==> src/rtl/uart_arith.sv <==
// Byte-stream arithmetic unit: opcode + two big-endian operands in, 2W-bit result out (MSB first).
// Optional inter-byte timeout in RX_A/RX_B is compiled in with `define UART_ARITH_TIMEOUT_EN.
module uart_arith #(
  parameter int OPERAND_BYTES  = 4,
  parameter int TIMEOUT_CYCLES = 100000
) (
  input  logic       clk,
  input  logic       rst,
  input  logic [7:0] rx_data_i,
  input  logic       rx_valid_i,
  output logic       rx_ready_o,
  output logic [7:0] tx_data_o,
  output logic       tx_valid_o,
  input  logic       tx_ready_i,
  output logic       busy_o,
  output logic       err_o
);

  localparam int W  = 8 * OPERAND_BYTES;
  localparam int BW = $clog2(W + 1);

  localparam logic [1:0] OP_MUL = 2'd0;
  localparam logic [1:0] OP_ADD = 2'd1;
  localparam logic [1:0] OP_SUB = 2'd2;

  // Handshake: a byte moves on rx when rx_valid_i && rx_ready_o, and on tx when
  // tx_valid_o && tx_ready_i, both sampled at the rising edge of clk.
  typedef enum logic [2:0] {IDLE, RX_A, RX_B, CALC, TX} state_t;

  state_t         state, state_nx;
  logic [1:0]     op;
  logic [W-1:0]   a;
  logic [2*W-1:0] acc;
  logic [3:0]     byte_cnt;
  logic [BW-1:0]  bit_cnt;
  logic           err_q;

  logic           rx_fire, tx_fire;
  logic           last_operand_byte, last_tx_byte, calc_done;
  logic           illegal_op, timeout;
  logic [W:0]     mul_sum;

  assign rx_fire           = rx_valid_i && rx_ready_o;
  assign tx_fire           = tx_valid_o && tx_ready_i;
  assign last_operand_byte = (byte_cnt == 4'(OPERAND_BYTES - 1));
  assign last_tx_byte      = (byte_cnt == 4'(2 * OPERAND_BYTES - 1));
  assign calc_done         = (op != OP_MUL) || (bit_cnt == BW'(W - 1));
  assign illegal_op        = (state == IDLE) && rx_fire && (rx_data_i > 8'h02);

  // During MUL the low half of acc holds the not-yet-consumed multiplier bits.
  assign mul_sum = {1'b0, acc[2*W-1:W]} + (acc[0] ? {1'b0, a} : '0);

`ifdef UART_ARITH_TIMEOUT_EN
  localparam int TW = $clog2(TIMEOUT_CYCLES + 1);
  logic [TW-1:0] to_cnt;

  assign timeout = ((state == RX_A) || (state == RX_B)) && !rx_fire &&
                   (to_cnt == TW'(TIMEOUT_CYCLES - 1));

  always_ff @(posedge clk or posedge rst) begin
    if (rst) begin
      to_cnt <= '0;
    end else if (((state == RX_A) || (state == RX_B)) && !rx_fire && !timeout) begin
      to_cnt <= to_cnt + 1'b1;
    end else begin
      to_cnt <= '0;
    end
  end
`else
  assign timeout = 1'b0;
`endif

  always_comb begin
    state_nx = state;
    case (state)
      IDLE: if (rx_fire && (rx_data_i <= 8'h02)) state_nx = RX_A;
      RX_A: begin
        if (timeout)                             state_nx = IDLE;
        else if (rx_fire && last_operand_byte)   state_nx = RX_B;
      end
      RX_B: begin
        if (timeout)                             state_nx = IDLE;
        else if (rx_fire && last_operand_byte)   state_nx = CALC;
      end
      CALC: if (calc_done)                       state_nx = TX;
      TX:   if (tx_fire && last_tx_byte)         state_nx = IDLE;
      default:                                   state_nx = IDLE;
    endcase
  end

  always_ff @(posedge clk or posedge rst) begin
    if (rst) begin
      state    <= IDLE;
      op       <= OP_MUL;
      a        <= '0;
      acc      <= '0;
      byte_cnt <= '0;
      bit_cnt  <= '0;
      err_q    <= 1'b0;
    end else begin
      state <= state_nx;
      err_q <= illegal_op || timeout;
      case (state)
        IDLE: begin
          byte_cnt <= '0;
          bit_cnt  <= '0;
          if (rx_fire) begin
            op  <= rx_data_i[1:0];
            a   <= '0;
            acc <= '0;
          end
        end
        RX_A, RX_B: begin
          if (timeout) begin
            byte_cnt <= '0;
          end else if (rx_fire) begin
            // B is shifted straight into the low half of acc, ready for CALC.
            if (state == RX_A) a   <= (a << 8) | W'(rx_data_i);
            else               acc <= (acc << 8) | (2*W)'(rx_data_i);
            byte_cnt <= last_operand_byte ? 4'd0 : byte_cnt + 4'd1;
          end
        end
        CALC: begin
          case (op)
            OP_MUL: begin
              acc     <= {mul_sum, acc[W-1:1]};
              bit_cnt <= bit_cnt + 1'b1;
            end
            OP_ADD:  acc <= {{W{1'b0}}, a} + {{W{1'b0}}, acc[W-1:0]};
            OP_SUB:  acc <= {{W{1'b0}}, a} - {{W{1'b0}}, acc[W-1:0]};
            default: acc <= acc;
          endcase
        end
        TX: begin
          if (tx_fire) begin
            acc      <= acc << 8;
            byte_cnt <= byte_cnt + 4'd1;
          end
        end
        default: byte_cnt <= '0;
      endcase
    end
  end

  // rx_ready_o is masked by rst so it reads 0 for the whole reset pulse.
  assign rx_ready_o = !rst && ((state == IDLE) || (state == RX_A) || (state == RX_B));
  assign tx_valid_o = (state == TX);
  assign tx_data_o  = tx_valid_o ? acc[2*W-1 -: 8] : 8'h00;
  assign busy_o     = (state != IDLE);
  assign err_o      = err_q;

endmodule

==> config.mk <==
export PLATFORM = sky130hd
export DESIGN_NAME = uart_arith
export DESIGN_NICKNAME = d
export VERILOG_FILES = /design/src/rtl/uart_arith.sv
export SDC_FILE = /design/constraint.sdc
export NUM_CORES = 1
export LEC_CHECK = 0
export ABC_AREA = 0
export CAP_MARGIN = 20
export CORE_MARGIN = 4
export CORE_UTILIZATION = 55
export DETAILED_ROUTE_END_ITERATION = 6
export GPL_ROUTABILITY_DRIVEN = 0
export PLACE_DENSITY_LB_ADDON = 0.25
export SETUP_SLACK_MARGIN = 0.1
export SYNTH_ARGS = -nofsm -noshare
export SYNTH_HDL_FRONTEND = slang
export SYNTH_SLANG_ARGS = --single-unit
==> constraint.sdc <==
create_clock -name clk -period 4 [get_ports clk]
set_clock_uncertainty 0.2 [all_clocks]
set_input_delay 0.8 -clock clk [delete_from_list [all_inputs] [get_ports clk]]
set_output_delay 0.8 -clock clk [all_outputs]
set_load 0.02 [all_outputs]
==> results of run 1 <==
==> metal layers <==
layer  vias up  routed length [um]  global-route usage
met5         -                   0                   0
met4         0                1720               0.142
met3       140                3180              0.0562
met2       602               15600               0.487
met1      5129               14500               0.428
li1       5239                   -                   -
==> sequential cells by signal, indices dropped and copies added, names as in the netlist <==
name      cells
op            2
acc          64
byte_cnt      4
a            32
bit_cnt       6
state         3
err_o         1
==> worst max-delay path: cells and delay by family (launching register included) <==
kind,cells,cell delay (ns)
DFF,1,0.47
adders and majority gates,1,0.29
and+or+nand+nor,1,0.17
xor gates and xnor gates,1,0.10
buffers and inverters,2,0.28
AOI/OAI and AO/OA,8,2.18
==> kinds of logic after synthesis <==
kind of cell / after synthesis
simple gates: 502
compound gates: 479
buf+inv: 170
flops: 112
fa+ha+maj: 107
xor+xnor: 58
mux: 13
==> area by class of cell <==
class                      instances  area share
multi-input combinational       1159       0.634
tap                              265      0.0274
clock inverter                     3     0.00197
timing repair buffer              82      0.0570
clock buffer                      13      0.0215
inverter                          83      0.0261
sequential                       112       0.232
==> cell usage in the layout, fill, tap and decap left out, types with 24 or more instances in the layout <==
cell type | netlist | final
o21ai_0 | 101 | 93
xnor2_1 | 40 | 40
a21o_1 | 29 | 28
ha_1 | 103 | 101
a221oi_1 | 30 | 25
and3_1 | 31 | 24
a31oi_1 | 38 | 38
dfrtp_1 | 112 | 111
nor2_1 | 132 | 131
and2_1 | 38 | 38
buf_4 | 0 | 57
inv_1 | 82 | 81
nand2_1 | 171 | 167
nand3_1 | 48 | 46
a21oi_1 | 136 | 129
==> power by group through the flow <==
stage          combinational [mW]  clock (mW)  sequential, mW
2_1_floorplan                5.97           0            2.01
3_5_place_dp                 8.02           0            2.23
4_1_cts                      8.07       0.917            2.20
6_report                     8.36       0.910            2.22
5_1_grt                      9.08       0.961            2.28
3_3_place_gp                 7.93           0            2.21
==> metrics by stage <==
step / hold WS [ns] / power (mW)
after floorplan: 0.266 / 7.98
after global placement: 0.288 / 10.1
after detailed placement: 0.298 / 10.2
after CTS: 0.313 / 11.2
after global routing: 0.363 / 12.3
final: 0.308 / 11.5
==> worst max path at each step <==
stage | from | to | slack (ns) | cells past startpoint
2_1_floorplan | rst | acc[31] | -0.24 | 9
3_3_place_gp | acc[1] | acc[31] | 0.10 | 13
3_5_place_dp | acc[1] | acc[31] | 0.05 | 13
4_1_cts | acc[0] | acc[32] | 0.16 | 13
5_1_grt | acc[4] | acc[31] | 0.004 | 12
6_report | acc[1] | acc[31] | 0.17 | 13
==> results.toml, run 1 <==
[outcome]
outcome = "completed"

[critical_path]
critical_path_class = "flop to flop"
crit_slowest_cell = "dfrtp_1"
crit_path_max_incr_delay_ns = 0.47
path_cells = "inv_1 -> ha_1 -> nand2b_1 -> a221oi_1 -> o221a_2 -> o31ai_1 -> buf_4 -> a211oi_2 -> a21oi_1 -> o21ai_1 -> xor2_1 -> a2111oi_0 -> o221ai_1"
r2r-end = "acc[31]"
critPathArrivalTime_ns = 3.86
r2r_setup_slack_ns = 0.17
critPathCaptureType = "flop"
crit_fanout = 6
ff2ff_path_depth = 13
crit_path_start_kind = "flop"
rr_startpoint = "acc[1]"
cp_data_required_time_ns = 4.03

[power]
ir_worst_vdd_uv = 634
p_comb_frac = 0.727
powerDensity_nw_per_um2 = 950
p_switching_mw = 6.39
p_int_mw = 5.11
p_clk_frac = 0.079
power.share.sequential = 0.193
power.leakage_nw = 5.63
swShare = 0.556

[place]
dp_hpwl_mm = 25.9
postPlaceCellArea_sq_um = 11700
dp_cells = 1701
dp_slack_ns = 0.0516
io_buffers = 23

[floorplan]
dieArea_sq_um = 22200
die-height_um = 149
io_pins = 24
placementRows = 51
fp.dieW_um = 149
coreArea_sq_um = 19500
initial_utilization = 0.559

[timing]
fin_tns_setup_ns = 0
finalSetupViolCount = 0
slew_viol_final = 0
worst_slew_pin_slew_ns = 0.988
period_share = 0.957
setup_ws_ns = 0.171
slew_headroom = 0.324
finalHoldViolations = 0
max_freq_mhz = 261
rsz0062_at_grt = "yes"
post-route-min-period_ns = 3.83

[layout]
drive_gt1_frac = 0.0971
postLayoutCellArea_sq_um = 12100
antenna_cells = 0
multi_input_area_sq_um = 7670
syn2layout_area_growth_pct = 10.7
fin_util = 0.619
regArea_sq_um = 2800
stdcell_count = 1717
num-fill-cells = 1748
nets = 1565

[route]
avgViaCountPerCell = 6.47
vias = 11100
route.detailed.drc = 0
first_pass_iters = 6
routedWlPerCell_um = 20.4
ant_nets = 0
drt_iter0_drc = 1213
drt_wl_total_mm = 35.0

[logic_synthesis]
synth.yosys.warnings = 0
async_flop_share = 1.00
synth_seq_cells = 112
synth.avg_cell_area_sq_um = 7.58
synth-compound-area-share = 0.288
netlist_area_sq_um = 10900
synth_adder_area_share = 0.124
muxShareOfSynthArea = 0.0124
synthSimpleGateAreaFrac = 0.212
synth_top_area_cell = "dfrtp_1"
synth_nets = 1559
ys_types = 77
synth_top_family_by_area = "compound AO/OA/AOI/OAI gates"
synth_edf_count = 0
synthTopCellsByCount = "nand2_1 (171), a21oi_1 (136), nor2_1 (132)"
synth.most_common_cell = "nand2_1"
syn_inst = 1441
synth_top_area_share = 0.257
synth-seq-area-share = 0.257
synth-xor-area-share = 0.0465
synth_ff_type = "dfrtp_1"
synthTopCellsByArea = "dfrtp_1 (26%), ha_1 (12%), a21oi_1 (6.2%)"

[global_route]
grt_max_degree = 58
grt_pass1_vias = 10500
grt_remaining_overflow = 0
grt_antenna_before_repair = 0
grtUsageTotal = 0.314
grt_pass1_wl_mm = 56.0

[flow_run]
cap_violations = 0

[worst_hold_path]
hold_path.class = "flop to flop"
worstHoldStart = "bit_cnt[1]"
min_path_cells = 2
hold_path_end = "bit_cnt[1]"

[cts]
clockBufferDepth = 2
post_cts_resize_count = 2
cts-root-buf = "clkbuf_16"
clock_latency_ns = 0.37
cts_hold_buf = 0
cts_buffers = 9
post_cts_buffers = 0
htreeDepth = 3
clk_pin_slew_ns = 0.08
clkSinkCount = 112
cts_tree = "yes"
No activity file was read; power rests on OpenSTA's default activity.
==> run 2, diff against run 1 <==
--- a/config.mk
+++ b/config.mk
@@ -11,6 +11,7 @@
 export CORE_UTILIZATION = 55
 export DETAILED_ROUTE_END_ITERATION = 6
 export GPL_ROUTABILITY_DRIVEN = 0
+export HOLD_SLACK_MARGIN = 0.12
 export PLACE_DENSITY_LB_ADDON = 0.25
 export SETUP_SLACK_MARGIN = 0.1
 export SYNTH_ARGS = -nofsm -noshare
==> results of run 2 <==
Same layout as run 1: the final DEF is identical, and so are final timing and power.
==> run 3, diff against run 2 <==
--- a/config.mk
+++ b/config.mk
@@ -5,7 +5,7 @@
 export SDC_FILE = /design/constraint.sdc
 export NUM_CORES = 1
 export LEC_CHECK = 0
-export ABC_AREA = 0
+export ABC_AREA = 1
 export CAP_MARGIN = 20
 export CORE_MARGIN = 4
 export CORE_UTILIZATION = 55
==> run 3 against run 2 <==
Against the previous run:
- the run now ends with design-rule violations left
- critical path type unchanged
- design area is 16% higher
- final cell count rose by 49%
- critical path depth did not move
- sequential share of layout area down 3.2 points
- routed wire length is 25% higher
- core utilization decreased by 2.8 points
==> results.toml, run 3 <==
[timing]
slew_headroom = 0.255
period_share = 0.802
max_freq_mhz = 312
slew_viol_final = 0
finalHoldViolations = 0
worst_slew_pin_slew_ns = 1.12
fin_tns_setup_ns = 0
rsz0062_at_grt = "no"
post-route-min-period_ns = 3.21
finalSetupViolCount = 0

[critical_path]
crit_slowest_cell = "fa_1"
cp_top_family = "simple AND/OR/NAND/NOR gates"
r2r_setup_slack_ns = 0.79
path_cells = "buf_4 -> nand2_1 -> fa_1 -> o21ai_1 -> nand2_1 -> nand2_1 -> nand2_1 -> a21oi_1 -> nand2_1 -> nand3_1 -> nand3_1 -> nand2_2 -> a21oi_2"
crit_path_max_incr_delay_ns = 0.45
critPathArrivalTime_ns = 3.25
critPathCaptureType = "flop"
critical_path_class = "flop to flop"
crit_path_start_kind = "flop"
crit_fanout = 32
rr_startpoint = "acc[0]"
cp_common_cell = "nand2_1"
cp.buffers_inverters = 1
r2r-end = "acc[53]"
cp_data_required_time_ns = 4.04
ff2ff_path_depth = 13

[layout]
syn2layout_area_growth_pct = 4.59
num-fill-cells = 2370
stdcell_count = 2561
drive_gt1_frac = 0.0674
layout_common_cells = "nand2_1 (684), inv_1 (367), nor2_1 (226)"
nets = 2355
fin_util = 0.592
postLayoutCellArea_sq_um = 14100
regArea_sq_um = 2800
multi_input_area_sq_um = 8730
layout_commonest_cell = "nand2_1"
antenna_cells = 0
largest_reg_flops = 64
reg_top3 = "acc (64), a (32), bit_cnt (6)"
top_register = "acc"

[outcome]
outcome = "finished, violations left"
violations = "design-rule violations"

[logic_synthesis]
ys_types = 51
synth_nets = 2391
synth_ff_type = "dfrtp_1"
synth_edf_count = 0
synthTopCellsByCount = "nand2_1 (685), inv_1 (368), nor2_1 (226)"
syn_inst = 2273
synth-seq-area-share = 0.209
synth_seq_cells = 112
synth.yosys.warnings = 0
async_flop_share = 1.00
netlist_area_sq_um = 13400
synth.avg_cell_area_sq_um = 5.91
synth_top_area_cell = "dfrtp_1"
synthTopCellsByArea = "dfrtp_1 (21%), nand2_1 (19%), inv_1 (10%)"
synth.most_common_cell = "nand2_1"
synth_top_area_share = 0.209

[global_route]
grt_pass1_vias = 13600
grt_use_met1 = 0.447
grt_max_degree = 84
grt_antenna_before_repair = 0
grt_remaining_overflow = 0
use_met2 = 0.514
grtUsageMet3 = 0.0550
grtUsageTotal = 0.325
grt.busiest_layer = "met2"
grt_pass1_wl_mm = 69.9

[cts]
clock_latency_ns = 0.37
htreeDepth = 3
cts-root-buf = "clkbuf_16"
clkSinkCount = 112
cts_hold_buf = 0
clk_pin_slew_ns = 0.09
cts_tree = "yes"
post_cts_buffers = 0
post_cts_resize_count = 0
clockBufferDepth = 2
cts_buffers = 9

[worst_hold_path]
hold_path_end = "bit_cnt[0]"
min_path_cells = 1
worstHoldStart = "bit_cnt[0]"
hold_path.class = "flop to flop"

[route]
ant_nets = 0
vias = 14600
avgViaCountPerCell = 5.70
routedWlPerCell_um = 17.0
route.detailed.drc = 1
drt_wl_total_mm = 43.7
drt_iter0_drc = 1844
first_pass_iters = 7

[place]
postPlaceCellArea_sq_um = 13700
dp_cells = 2545
dp_hpwl_mm = 34.1
io_buffers = 23

[flow_run]
cap_violations = 0

[floorplan]
coreArea_sq_um = 23800
placementRows = 56
initial_utilization = 0.566
die-height_um = 164
io_pins = 24
dieArea_sq_um = 27000
fp.dieW_um = 164
## run 3: cell families after synthesis
group                    synth area share
AO/OA/AOI/OAI                       0.183
multiplexers                     0.000745
adder cells (fa/ha/maj)             0.100
AND/OR/NAND/NOR                     0.361
flip-flops                          0.209
XOR/XNOR                          0.00391
buffers and inverters               0.142
## run 3: routing by layer
layer | vias to the layer above | wire (um)
met5 | - | 0
met4 | 0 | 1720
met3 | 133 | 4290
met1 | 6584 | 18300
met2 | 771 | 19300
li1 | 7121 | -
## run 3: worst max-delay path by stage
stage,cells past startpoint,from,slack (ns),end
2_1_floorplan,13,acc[0],1.42,acc[47]
3_3_place_gp,3,rst,0.96,rx_ready_o
3_5_place_dp,13,acc[0],0.92,acc[53]
4_1_cts,15,acc[0],0.85,acc[56]
5_1_grt,15,acc[0],0.52,acc[56]
6_report,13,acc[0],0.79,acc[53]
## run 3: cell type report
type	instances	area share
Tap cell	319	0.0284
Clock inverter	7	0.00694
Sequential cell	112	0.199
Inverter	384	0.103
Clock buffer	9	0.0160
Timing Repair Buffer	35	0.0246
Multi-Input combinational cell	1695	0.621
## run 3: per-stage QoR
step,worst slack (ns),hold WS (ns)
after CTS,0.854,0.323
after detailed placement,0.918,0.308
final,0.792,0.318
after global placement,0.956,0.298
after global routing,0.524,0.347
after floorplan,1.42,0.278
Power of run 3 is left out: the tool's default activity adds up to more than one toggle a clock period on the data nets, which glitch-free logic cannot reach.
